$ cat config.mk
export PLATFORM = sky130hd
export DESIGN_NAME = fetch_unit
export DESIGN_NICKNAME = d
export VERILOG_FILES = /design/src/rtl/fetch_unit.sv
export SDC_FILE = /design/constraint.sdc
export NUM_CORES = 1
export LEC_CHECK = 0
export BUFFER_PORTS_ARGS = -buffer_cell sky130_fd_sc_hd__buf_2
export CAP_MARGIN = 20
export CORE_MARGIN = 2
export CORE_UTILIZATION = 44
export CTS_CLUSTER_SIZE = 40
export DETAILED_ROUTE_END_ITERATION = 16
export PLACE_DENSITY = 0.83
export SLEW_MARGIN = 30
export SYNTH_ARGS = -nofsm -noshare
export SYNTH_HDL_FRONTEND = slang
export SYNTH_SLANG_ARGS = --single-unit
$ cat constraint.sdc
create_clock -name clk_i -period 2.7 [get_ports clk_i]
set_input_delay 0.54 -clock clk_i [delete_from_list [all_inputs] [get_ports clk_i]]
set_output_delay 0.54 -clock clk_i [all_outputs]
set_load 0.05 [all_outputs]
$ cat src/rtl/fetch_unit.sv
// Instruction fetch: owns the PC, one outstanding imem request, drives IF/ID. Optional FETCH_PERF_CNT_EN adds fetch_count_o.
// Latency: request issue to fd_valid_o = memory latency + 1; stall_i holds the delivered word, redirect squashes.
module fetch_unit #(
  parameter logic [31:0] RESET_PC = 32'h0000_0000,
  parameter logic [31:0] PC_STEP  = 32'd4
) (
  input  logic        clk_i,
  input  logic        reset_i,
  output logic        imem_req_o,
  output logic [31:0] imem_addr_o,
  input  logic        imem_ready_i,
  input  logic        imem_rvalid_i,
  input  logic [31:0] imem_rdata_i,
  input  logic        stall_i,
  input  logic        redirect_i,
  input  logic [31:0] redirect_pc_i,
  output logic [31:0] instruction_o,
  output logic [31:0] pc_o,
  output logic [31:0] pcsrc_o,
`ifdef FETCH_PERF_CNT_EN
  output logic [31:0] fetch_count_o,
`endif
  output logic        fd_valid_o
);

  typedef enum logic [1:0] {S_REQ, S_WAIT, S_HOLD, S_DROP} state_t;

  state_t      state_q, state_d;
  logic [31:0] pc_q;
  logic        first_q;
  logic        fd_valid_q;
  logic        accept;
  logic        load;
  logic        consume;
  logic [31:0] redirect_target;

  // Request is suppressed for one cycle after reset release.
  assign imem_req_o      = (state_q == S_REQ) && !first_q;
  assign imem_addr_o     = pc_q;
  assign accept          = imem_req_o && imem_ready_i;
  assign redirect_target = redirect_pc_i & ~32'h3;
  assign fd_valid_o      = fd_valid_q;
  assign consume         = fd_valid_q && !stall_i && !redirect_i;

  always_ff @(posedge clk_i or negedge reset_i) begin
    if (!reset_i) begin
      state_q <= S_REQ;
    end else begin
      state_q <= state_d;
    end
  end

  always_comb begin
    state_d = state_q;
    load    = 1'b0;
    case (state_q)
      S_REQ: begin
        if (accept) state_d = redirect_i ? S_DROP : S_WAIT;
      end
      S_WAIT: begin
        if (redirect_i) begin
          state_d = imem_rvalid_i ? S_REQ : S_DROP;
        end else if (imem_rvalid_i) begin
          state_d = S_HOLD;
          load    = 1'b1;
        end
      end
      S_HOLD: begin
        if (redirect_i || !stall_i) state_d = S_REQ;
      end
      S_DROP: begin
        if (imem_rvalid_i) state_d = S_REQ;
      end
      default: state_d = S_REQ;
    endcase
  end

  always_ff @(posedge clk_i or negedge reset_i) begin
    if (!reset_i) begin
      pc_q          <= RESET_PC;
      first_q       <= 1'b1;
      fd_valid_q    <= 1'b0;
      instruction_o <= 32'h0;
      pc_o          <= 32'h0;
      pcsrc_o       <= 32'h0;
    end else begin
      first_q <= 1'b0;
      if (redirect_i) begin
        pc_q       <= redirect_target;
        fd_valid_q <= 1'b0;
      end else if (load) begin
        instruction_o <= imem_rdata_i;
        pc_o          <= pc_q;
        pcsrc_o       <= pc_q + PC_STEP;
        fd_valid_q    <= 1'b1;
        pc_q          <= pc_q + PC_STEP;
      end else if (consume) begin
        fd_valid_q <= 1'b0;
      end
    end
  end

`ifdef FETCH_PERF_CNT_EN
  always_ff @(posedge clk_i or negedge reset_i) begin
    if (!reset_i) begin
      fetch_count_o <= 32'h0;
    end else if (consume) begin
      fetch_count_o <= fetch_count_o + 32'd1;
    end
  end
`endif

endmodule

# After elaboration in Yosys (flattened, before gate mapping)
# Index checks and enable logic that the tools add are counted.
# W data, S select, Z words.
dict set report word_totals {
  word_cells 45
  regBits 132
  latchBits 0
  out_inout_bits 130
  in_bits 70
  n_memories 0
  mem_bits_ro 0
  mem_bits_rw 0
}
dict set report classes {
  multipliers 0
  n_div 0
  magnitude_cmp 0
  mux 16
  n_addsub 1
  n_shift 0
  n_reduce_logical 13
  n_bitwise 1
  n_eq_ne 7
}
# op n
set op_table {}
lappend op_table {{$mux W32} 2}
lappend op_table {{$add A32 B3 Y32 const B} 1}
lappend op_table {{$mux W2} 7}
lappend op_table {{$pmux W2 S4} 1}
lappend op_table {{$mux W1} 6}
lappend op_table {{$ne A2 B2 Y1 const B} 3}
lappend op_table {{$eq A2 B2 Y1 const B} 2}
lappend op_table {{$logic_and A1 B1 Y1} 4}
lappend op_table {{$reduce_and A4 Y1} 1}
lappend op_table {{$logic_not A1 Y1} 3}
lappend op_table {{$ne A3 B3 Y1 const B} 1}
lappend op_table {{$reduce_bool A3 Y1} 1}
lappend op_table {{$eq A2 B1 Y1 const B} 1}
lappend op_table {{$logic_not A2 Y1} 1}
lappend op_table {{$reduce_and A2 Y1} 1}
lappend op_table {{$reduce_bool A2 Y1} 1}
lappend op_table {{$logic_or A1 B1 Y1} 1}
lappend op_table {{$not A1 Y1} 1}

# Logic depth before layout (Yosys ltp)
dict set report logic_depth {
  word_depth 6
  depth_mapped 7
  depth_no_buf 6
}

# Worst setup path before layout
# Ideal clock, no wire load.
dict set report synth_path {
  kind {register to register}
  start {register pc_q[2], in the netlist imem_addr_o[2]}
  end {register pc_q[16], in the netlist imem_addr_o[16]}
  stages_incl_launch_ff 7
  setup_ns 0.129
  t_required_ns 2.571
  period_less_slack_ns 2.329
  arrival_ns 2.200
  setup_slack_ns 0.371
  cell_sequence {dfrtp_1 -> ha_1 -> nand3_2 -> or3_1 -> or4_1 -> xnor2_1 -> o21ai_1}
}
dict set report synth_via {
  elab_chain_len 3
}
# element line_no
set synth_lines {}
lappend synth_lines {{start, declared} 29} ;# logic [31:0] pc_q;
lappend synth_lines {{start signal, assigned} 89} ;# pc_q <= redirect_target;
lappend synth_lines {{start signal, assigned} 96} ;# pc_q <= pc_q + PC_STEP;
lappend synth_lines {{$add A32 B3 Y32} 96}
lappend synth_lines {{$mux W32} 91} ;# end else if (load) begin
lappend synth_lines {{$mux W32} 88} ;# if (redirect_i) begin
# No other way between the ends. The select of a mux whose other input is x is not followed.
# A chain may end at the register's enable or synchronous reset.

# Final worst setup path
# Same ends and word-level chain as after synthesis.

==> qor.csv <==
metric,value,unit
Synth Register Bits,126,
Hold WC Path Type,in -> async,
warnings from Yosys,0,
total die area,0.01397,mm²
clock-pin slew on the worst setup and hold paths,0.05,ns
post-route worst setup slack,0.5095,ns
Clock Path Buffers,2,
final design utilization,59.24,%
DP Cell Count,983,
Peak supply drop,0.0007417,V
number of port buffers,191,
Post-route DRC,0,
dpl ws,0.5052,ns
Finished Cell Area,0.007506,mm²
largest cells by area after synthesis,"dfrtp_1 55%, nand2_1 17%, xor2_1 5.3%, o21ai_0 4.4%, xnor2_1 3.2%",
# setup viols final,0,
Rows,41,
Top Ports,200,
Overall Power,9.713,mW
"Hold-fix buffers, CTS",0,
pwr/cell area,1294,mW/mm²
"Top FF cell, synth",dfrtp_1,
share of layout cells above drive strength 1,28.94,%
vias post-DR,4976,
outcome,"complete, no violations",
Final nets,901,
Root Buffer,clkbuf_16,
CTS tree,yes,
H-tree Lvls,4,
drt pass-1 iters,5,
clk_lat worst skew,0.41,ns
CP Class,reg -> reg,
Critical Path AT,2.48,ns
core area,0.01267,mm²
relative slew slack,46.72,%
Placed Area,0.006883,mm²
top-count cell post-synth,nand2_1,
gp weighted congestion,0.8221,
Routed Wire Length,14.91,mm
Die Y,118.2,µm
Static Leakage,3.861,nW
Post-synth EDFFs,0,
Resized cells post-CTS,0,
die width,118.2,µm
Num CTS Buffers,17,
synth unique cells,37,
Filler Cell Count,1126,
All-Layer GR Usage,22.20,%
Tcrit/Tclk final,81.13,%
"area leader, netlist",dfrtp_1,
minimum clock period after layout,2.190,ns
Mean Syn Cell Area,8.884,µm²
routed len/inst,14.69,µm
CP endpoint kind,flop,
final setup TNS,0,ns
critical path data required time,2.99,ns
most frequent cells after synthesis,"258 x nand2_1, 125 x dfrtp_1, 50 x o21ai_0",
Post-CTS Setup Inserts,0,
Synth async-reset ratio,100.0,%
Tightest Pin Transition,0.7992,ns
clock skew,0.009559,ns
post-synth top area share,54.50,%
initial DRC count,290,
unrepaired setup endpoints after global routing,no,
largest fanout on the critical path,6,
hold_ws,0.1857,ns
"Seq/Total Area, Yosys",54.96,%
first-pass GRT wire length,24.48,mm
antenna cell count,0,
endpoints failing hold,0,
Max Cap Viol,0,
vias per inst,4.902,
vias in the first global route,4836,
initial antenna violation count,0,
Non-Filler Instances,1015,
Starting Density,45.29,%
clk sinks,126,
Slew Limit Fails,0,
Final ANT Viol Nets,0,
Max Fclk,456.5,MHz
largest net degree at the start of global routing,107,
DP HPWL,10.57,mm
Worst Setup Start Kind,flop,
grt ovf,0,
Mapped Area,0.005739,mm²
"Area growth, synth to finish",30.78,%
Post-Synthesis Cells,646,
-- report_power, final --
part	total, mW	internal [mW]	switching [mW]	leakage [nW]
Clock	2.37	1.60	0.774	0.308
Sequential	3.04	2.61	0.431	1.58
Combinational	4.30	0.864	3.44	1.97
Total	9.71	5.07	4.64	3.86
-- path summary, 6_finish.rpt --
kind                                            start                             to  slack, ns  depth (start not counted)
setup / recovery           imem_addr_o[2]$_DFFE_PN0P_    imem_addr_o[16]$_DFFE_PN0P_       0.51                          6
setup reg to reg           imem_addr_o[2]$_DFFE_PN0P_    imem_addr_o[16]$_DFFE_PN0P_       0.51                          6
min in group clk_i                   imem_rdata_i[28]  instruction_o[28]$_DFFE_PN0P_       0.31                          3
hold reg to reg                  pc_o[31]$_DFFE_PN0P_           pc_o[31]$_DFFE_PN0P_       0.47                          2
hold / removal                                reset_i           pc_o[11]$_DFFE_PN0P_       0.19                          1
max in group asynchronous                     reset_i  instruction_o[21]$_DFFE_PN0P_       1.82                          2
-- sequential cells by signal, indices dropped and copies added (netlist names) --
name           count
pc_o              30
instruction_o     32
first_q            1
fd_valid_o         1
pcsrc_o           30
state_q            2
imem_addr_o       30
-- final cells by class --
| type | instances | area, µm² | share of cell area [%] |
|---|---|---|---|
| tap | 172 | 215.2 | 2.867 |
| inverter | 4 | 15.01 | 0.2000 |
| clock inverter | 5 | 100.1 | 1.334 |
| multi-input combinational | 476 | 2406 | 32.06 |
| clock buffer | 27 | 523.0 | 6.968 |
| sequential | 126 | 3154 | 42.02 |
| timing repair buffer | 205 | 1092 | 14.55 |
-- routing by layer --
| metal | vias up | part of all wire, % | global-route usage, % |
|---|---|---|---|
| met5 | - | 0 | 0 |
| met4 | 0 | 1.4 | 8.735 |
| met3 | 14 | 5.3 | 5.936 |
| met2 | 143 | 50 | 35.55 |
| met1 | 2371 | 44 | 28.74 |
| li1 | 2448 | - | - |
-- layout by cell type (no fill, tap or decap), drive strengths merged --
master	Yosys	final
and4	4	4
nand4	19	19
buf	10	205
a31oi	1	1
nor2b	1	1
dfrtp	125	125
a221o	1	1
clkbuf	36	27
xor2	35	35
a21oi	2	2
and2	3	3
or3	2	2
nor2	18	18
ha	1	1
and3	3	3
clkinv	0	2
nand3b	1	1
and3b	1	1
bufinv	0	3
mux2	1	1
or4	1	1
dfstp	1	1
nor4	3	3
nand2	258	258
inv	4	4
conb	1	7
mux2i	2	2
o21ai	60	60
a311oi	1	1
nand3	19	19
xnor2	21	21
or2	1	1
nor3	10	10
-- cell families (layout without fill, tap and decap cells) --
| kind of cell | Yosys count | after routing | synth area share (%) |
|---|---|---|---|
| DFF | 126 | 126 | 54.96 |
| muxes | 3 | 3 | 0.5450 |
| other | 1 | 7 | 0.06534 |
| AOI/OAI and AO/OA | 65 | 65 | 5.843 |
| and+or+nand+nor | 344 | 344 | 26.05 |
| xor gates and xnor gates | 56 | 56 | 8.546 |
| buffers and inverters | 50 | 241 | 3.771 |
| adders and majority gates | 1 | 1 | 0.2180 |
-- worst max-delay path, cell delays in order, from the launching register on --
cell and delay, ns:
dfrtp_1 0.45, ha_1 0.28, nand3_2 0.20, or3_1 0.47
or4_1 0.44, xnor2_1 0.16, o21ai_1 0.07
(Power assumes the default switching activity.)
